`src/rtl/class_argmax_decoder_pkg.sv`:
```
// Shared definitions for the class argmax decoder.
// Default geometry, FSM encoding and result counter width.
package class_argmax_decoder_pkg;

    localparam int DEF_N_CLASS   = 7;
    localparam int DEF_DATA_BITS = 8;
    localparam int CNT_W         = 16;
    localparam int IDX_W         = 4;

    typedef enum logic {
        S_IDLE = 1'b0,
        S_SCAN = 1'b1
    } state_t;

endpackage

```
`src/rtl/class_argmax_decoder.sv`:
```
// Sequential argmax over N_CLASS signed scores, one compare per cycle.
// Registers winner index, score and an LED one-hot map on completion.
module class_argmax_decoder
    import class_argmax_decoder_pkg::*;
#(
    parameter int N_CLASS   = DEF_N_CLASS,
    parameter int DATA_BITS = DEF_DATA_BITS
) (
    input  logic                         clk,
    input  logic                         rstn,
    input  logic                         valid_i,
    input  logic [N_CLASS*DATA_BITS-1:0] data_i,
    input  logic                         clear_i,
    output logic                         busy_o,
    output logic                         valid_o,
    output logic [IDX_W-1:0]             class_o,
    output logic [DATA_BITS-1:0]         max_o,
    output logic [N_CLASS-1:0]           onehot_o,
    output logic                         done_o,
    output logic                         overrun_o,
    output logic [CNT_W-1:0]             result_cnt_o
);

    localparam logic [IDX_W-1:0] LAST_IDX = IDX_W'(N_CLASS - 1);

    state_t r_state;
    state_t w_next_state;

    logic [N_CLASS*DATA_BITS-1:0] r_data;
    logic signed [DATA_BITS-1:0]  r_best;
    logic [IDX_W-1:0]             r_best_idx;
    logic [IDX_W-1:0]             r_idx;

    logic                         r_valid;
    logic [IDX_W-1:0]             r_class;
    logic [DATA_BITS-1:0]         r_max;
    logic [N_CLASS-1:0]           r_onehot;
    logic                         r_done;
    logic                         r_overrun;
    logic [CNT_W-1:0]             r_cnt;

    logic signed [DATA_BITS-1:0]  w_score;
    logic signed [DATA_BITS-1:0]  w_win_val;
    logic [IDX_W-1:0]             w_win_idx;
    logic                         w_gt;
    logic                         w_last;
    logic                         w_start;
    logic                         w_scan;
    logic [N_CLASS-1:0]           w_onehot;

    assign w_scan  = (r_state == S_SCAN);
    assign w_start = (r_state == S_IDLE) && valid_i;
    assign w_last  = w_scan && (r_idx == LAST_IDX);

    // Single shared comparator; strict > keeps the lowest index on ties.
    assign w_score   = r_data[r_idx*DATA_BITS +: DATA_BITS];
    assign w_gt      = w_score > r_best;
    assign w_win_val = w_gt ? w_score : r_best;
    assign w_win_idx = w_gt ? r_idx : r_best_idx;

    always_comb begin
        w_onehot = '0;
        for (int k = 0; k < N_CLASS; k++) begin
            if (w_win_idx == IDX_W'(k)) begin
                w_onehot[N_CLASS-1-k] = 1'b1;
            end
        end
    end

    always_comb begin
        w_next_state = r_state;
        case (r_state)
            S_IDLE: if (valid_i) w_next_state = S_SCAN;
            S_SCAN: if (w_last) w_next_state = S_IDLE;
            default: w_next_state = S_IDLE;
        endcase
        if (clear_i) w_next_state = S_IDLE;
    end

    always_ff @(posedge clk) begin
        if (!rstn) r_state <= S_IDLE;
        else       r_state <= w_next_state;
    end

    always_ff @(posedge clk) begin
        if (!rstn || clear_i) begin
            r_data     <= '0;
            r_best     <= '0;
            r_best_idx <= '0;
            r_idx      <= '0;
            r_valid    <= 1'b0;
            r_class    <= '0;
            r_max      <= '0;
            r_onehot   <= '0;
            r_done     <= 1'b0;
            r_overrun  <= 1'b0;
            r_cnt      <= '0;
        end else begin
            r_valid <= 1'b0;
            if (w_start) begin
                r_data     <= data_i;
                r_best     <= data_i[DATA_BITS-1:0];
                r_best_idx <= '0;
                r_idx      <= IDX_W'(1);
            end
            if (w_scan) begin
                if (valid_i) r_overrun <= 1'b1;
                r_best     <= w_win_val;
                r_best_idx <= w_win_idx;
                r_idx      <= w_last ? '0 : r_idx + 1'b1;
                if (w_last) begin
                    r_valid  <= 1'b1;
                    r_class  <= w_win_idx;
                    r_max    <= w_win_val;
                    r_onehot <= w_onehot;
                    r_done   <= 1'b1;
                    if (r_cnt != '1) r_cnt <= r_cnt + 1'b1;
                end
            end
        end
    end

    assign busy_o       = w_scan;
    assign valid_o      = r_valid;
    assign class_o      = r_class;
    assign max_o        = r_max;
    assign onehot_o     = r_onehot;
    assign done_o       = r_done;
    assign overrun_o    = r_overrun;
    assign result_cnt_o = r_cnt;

endmodule
```
`config.mk`:
```
export PLATFORM = sky130hd
export DESIGN_NAME = class_argmax_decoder
export DESIGN_NICKNAME = d
export VERILOG_FILES = /design/src/rtl/class_argmax_decoder_pkg.sv /design/src/rtl/class_argmax_decoder.sv
export SDC_FILE = /design/constraint.sdc
export NUM_CORES = 1
export LEC_CHECK = 0
export ABC_AREA = 1
export ABC_CLOCK_PERIOD_IN_PS = 3300
export CORE_ASPECT_RATIO = 1.2
export CORE_MARGIN = 10
export CORE_UTILIZATION = 40
export CTS_BUF_LIST = sky130_fd_sc_hd__clkbuf_4
export DETAILED_ROUTE_END_ITERATION = 8
export DONT_BUFFER_PORTS = 1
export GPL_TIMING_DRIVEN = 0
export PLACE_DENSITY = 0.6
export SLEW_MARGIN = 10
export SYNTH_ARGS = -nofsm -noshare
export SYNTH_HDL_FRONTEND = slang
export SYNTH_SLANG_ARGS = --single-unit
```
`constraint.sdc`:
```
create_clock -name clk -period 3.3 [get_ports clk]
set_clock_uncertainty 0.05 [all_clocks]
set_input_delay 0.495 -clock clk [delete_from_list [all_inputs] [get_ports clk]]
set_output_delay 0.495 -clock clk [all_outputs]
set_load 0.1 [all_outputs]
```
# After elaboration in Yosys (flattened, before gate mapping)
# Index checks and enable logic that the tools add are counted.
# op_classes
n_mux	20
n_eq_ne	8
bitwise	2
n_reduce_logical	11
shifts	1
n_addsub	2
n_lt_le_gt_ge	1
# op_table
operator	count
$shiftx 56x8->8	1
$mux 4	6
$mux 8	3
$add 16x1->16 const B	1
$eq 4x3->1 const B	4
$ne 16x16->1 const B	1
$mux 1	10
$eq 4x2->1 const B	2
$gt 8x8->1	1
$add 4x1->4 const B	1
$eq 4x1->1 const B	1
$logic_not 4->1	1
$reduce_and 2->1	2
$reduce_or 2->1	2
$reduce_and 3->1	1
$logic_and 1x1->1	2
$not 1->1	2
$pmux 1 s2	1
$reduce_bool 2->1	1
$logic_not 1->1	1
$logic_or 1x1->1	1
# word_totals
reg_bits	111
out_inout_bits	39
elab_cells	57
input_bits	60

# Logic depth before layout (Yosys ltp)
# depth
ltp_word	5
mapped_depth	25
mapped_depth_nobuf	23

# Worst setup path after synthesis
# No wires, ideal clock.
# synth_path
kind	flip-flop to flip-flop
startpoint	register r_idx[1]
endpoint	register r_best[4]
n_path_buf	2
required_ps	3118
setup_time_ps	132
synth_period_minus_slack_ps	2583
setup_slack_ps	717
path_stages_with_launch	18
arrival_time_ps	2401
path_cell_list	dfxtp_1 inv_1 nor2_4 buf_4 nand2_1 o21ai_0 nand2_1 nand2_1 ha_1 a21o_1 nor2_2 nand2_1 nand2_2 nand3_2 buf_6 or2_1 nand3_1 a21oi_1
# synth_via
elab_chain_cells	4
# synth_rtl
item	line_no	text
start, declared	class_argmax_decoder.sv:32	logic [IDX_W-1:0] r_idx;
start signal, assigned	class_argmax_decoder.sv:110	r_idx <= w_last ? '0 : r_idx + 1'b1;
$shiftx 56x8->8 (*)	class_argmax_decoder.sv:56	assign w_score = r_data[r_idx*DATA_BITS +: DATA_BITS];
$gt 8x8->1	class_argmax_decoder.sv:57	assign w_gt = w_score > r_best;
$mux 8 (*)	class_argmax_decoder.sv:58	assign w_win_val = w_gt ? w_score : r_best;
$mux 8 (*)	class_argmax_decoder.sv:106	if (w_scan) begin
end signal, assigned	class_argmax_decoder.sv:102	r_best <= data_i[DATA_BITS-1:0];
end signal, assigned	class_argmax_decoder.sv:108	r_best <= w_win_val;
end, declared	class_argmax_decoder.sv:30	logic signed [DATA_BITS-1:0] r_best;
# Mark *: on every way between the ends. The rest lies on a longest branch, timed or not.
# A chain may end at the register's enable or synchronous reset.

# Final worst setup path
# layout_path
startpoint	register r_idx[1]
endpoint	register r_max[0], in the netlist max_o[0]
# layout_via
elab_chain_cells	3
elab_cells_between_ends	6
classes_between	order compare: 1; eq/ne: 1; shift: 1; mux: 1; reduce/logical: 2
# layout_rtl
item	line_no	text
$shiftx 56x8->8 or $eq 4x3->1 (tied branches)	class_argmax_decoder.sv:56, class_argmax_decoder.sv:53	
$gt 8x8->1 or $logic_and 1x1->1 (tied branches)	class_argmax_decoder.sv:57, class_argmax_decoder.sv:53	
$mux 8 or $reduce_and 2->1 (tied branches)	-	
end signal, assigned	class_argmax_decoder.sv:114	r_max <= w_win_val;
end, declared	class_argmax_decoder.sv:36	logic [DATA_BITS-1:0] r_max;
# Several ways; a longest one is shown, not always the timed one.

==> qor.csv <==
metric,value,unit
max_freq,0.330,GHz
wirelength,14300,um
grt_pass1_wl,22600,um
critPathKind,reg2reg,
vias,4652,
outcome,completed,
hold_ws,0.131,ns
ant_nets,0,
first_pass_iters,5,
layout.nets,814,
start_util,40.7,%
maxSlewViolCount,0,
period_share,91.9,%
grt_usage,16.0,%
yosysUniqueCellTypes,42,
via_per_inst,5.11,
period_needed,3.03,ns
clock_latency,0.46,ns
place_ws,0.0818,ns
grt_overflow_total,0,
io_pins,99,
netlist_top_cells_area,"dfxtp_1 (43%), nand2_1 (10%), nor2_1 (10%), o21ai_0 (9.7%), inv_1 (3.9%)",
cts.path.max_buffers,2,
first_iter_violations,255,
r2r-start,r_idx[1]$_SDFFE_PP0P_,
die_x,124,um
worstSetupEndpointType,flip-flop,
critPathLaunchType,flip-flop,
netlist_instances,730,
cap_violations,0,
relSlewSlack,23.5,%
avgSynthCellArea,7.06,um2
min_from,valid_i,
startpoint,r_idx[1]$_SDFFE_PP0P_,
yosysMostFrequentCell,nand2_1,
synth_edf_count,0,
antenna_found_initial,1,
drive_gt1_share,8.99,%
synth_top_area_cell,dfxtp_1,
ir_drop,0.200,mV
cp_max_fo,10,
worstMarginPinSlew,1.15,ns
required,3.62,ns
drc,0,
grt_max_degree,16,
finalHoldViolations,0,
yosysWarnings,0,
power_density,446,nW/um2
finalWeightedCongestion,0.882,
numCtsBuffers,9,
portBuffers,0,
p_leak,0.00226,uW
clock-sinks,111,
syn2layout_area_growth,7.13,%
htreeDepth,3,
ys.flop_type,dfxtp_1,
die_y,144,um
synthesis.nets,801,
hp-class,in2reg,
wl_per_cell,15.7,um
cts_root_buf,clkbuf_4,
syn_area,5160,um2
cts.clk_slew.worst_paths,0.16,ns
cts_hold_buf,0,
synth_async_sr_flop_share,0,%
arrival,3.35,ns
die_area,17900,um2
dp_hpwl,11400,um
ys_seq_area_share,43.1,%
yosys-top-cells-count,"nand2_1 (144), nor2_1 (138), dfxtp_1 (111)",
setup_viol,0,
rows,45,
setup_slack,0.266,ns
core,12700,um2
grt_pass1_vias,4431,
fillers,1336,
synth_seq_cells,111,
synth_top_area_share,43.1,%
cts_tree,done,
-- kinds of logic after synthesis --
family | synth area share, %
and+or+nand+nor | 31.3
AOI/OAI and AO/OA | 15.5
DFF | 43.1
buffers and inverters | 7.13
adders and majority gates | 2.67
xor gates and xnor gates | 0.340
-- routing by layer --
metal	up-vias	global-route usage, %	wire length [um]
met5	-	0	0
met4	0	6.32	343
met3	25	4.80	1120
met2	144	26.8	6960
met1	2090	18.6	5910
li1	2393	-	-
-- through the flow --
step	util, %	cell area (um2)	total power, uW	instances	setup TNS, ns
floorplan	-	5160	1740	730	0
global placement	42.3	5360	1830	894	0
detailed placement	42.3	5360	1840	894	0
CTS	43.3	5480	2490	907	0
global route	43.6	5530	2620	910	-0.0137
finish	43.6	5530	2460	910	0
-- where the power goes --
part	internal [uW]	switching [uW]	leakage, uW	total [uW]
Combinational	131	280	0.00129	411
Sequential	1380	26.7	0.000903	1400
Clock	236	415	0.0000687	651
Total	1740	721	0.00226	2460
-- path summary, 6_finish.rpt --
check                               end  slack, ns  cells past startpoint
min reg2reg  r_best_idx[2]$_SDFFE_PP0P_       0.42                      2
max               max_o[0]$_SDFFE_PP0P_       0.27                     18
max reg2reg       max_o[0]$_SDFFE_PP0P_       0.27                     18
min              overrun_o$_SDFFE_PP0P_       0.13                      2
-- registers in the layout, indices dropped and copies added, names as in the netlist --
name	count
r_best	8
done_o	1
r_best_idx	4
r_idx	4
overrun_o	1
result_cnt_o	16
busy_o	1
max_o	8
r_data	56
onehot_o	7
valid_o	1
class_o	4
-- area by class of cell --
cell class | instances | area (um2) | share of cell area [%]
sequential | 111 | 2230 | 40.3
tap | 164 | 205 | 3.71
antenna | 1 | 2.50 | 0.0453
multi-input combinational | 527 | 2580 | 46.7
clock buffer | 11 | 82.6 | 1.49
inverter | 59 | 225 | 4.08
buffer | 33 | 153 | 2.76
timing repair buffer | 2 | 15.0 | 0.272
clock inverter | 2 | 35.0 | 0.634
-- critical path, cell delays in order, from the launching register on --
cell and delay [ns]:
dfxtp_4 0.41, clkinvlp_4 0.15, clkbuf_4 0.23, o21ai_0 0.09, o21ai_0 0.11, o211ai_1 0.28
inv_1 0.08, ha_1 0.30, nand2_1 0.07, inv_1 0.06, nand2_1 0.06, nand2_1 0.05
nand2_1 0.08, nand2_1 0.07, nand2_2 0.14, nand3_2 0.12, buf_2 0.21, o21ai_0 0.28
o21ai_0 0.12
-- repair_timing --
action	4_1_cts	5_1_grt
buffers inserted	0	2
setup endpoints to repair	0	31
gates resized for setup	0	17
-- placed cells by master, fill, tap and decap left out, drive strengths merged --
| cell type | n |
|---|---|
| o21bai | 2 |
| a21o | 1 |
| clkbuf | 33 |
| nor2 | 147 |
| xnor2 | 1 |
| nor3 | 7 |
| clkinvlp | 1 |
| bufinv | 1 |
| and2 | 1 |
| and3 | 2 |
| o211ai | 4 |
| nor4 | 2 |
| clkinv | 2 |
| nand2 | 151 |
| ha | 11 |
| a21oi | 37 |
| nand3 | 31 |
| a22oi | 5 |
| or2 | 6 |
| dfxtp | 111 |
| nor3b | 1 |
| o22ai | 2 |
| diode | 1 |
| inv | 57 |
| nand4 | 13 |
| o21ai | 102 |
| buf | 13 |
| xor2 | 1 |
Power figures use the tool's default switching activity.
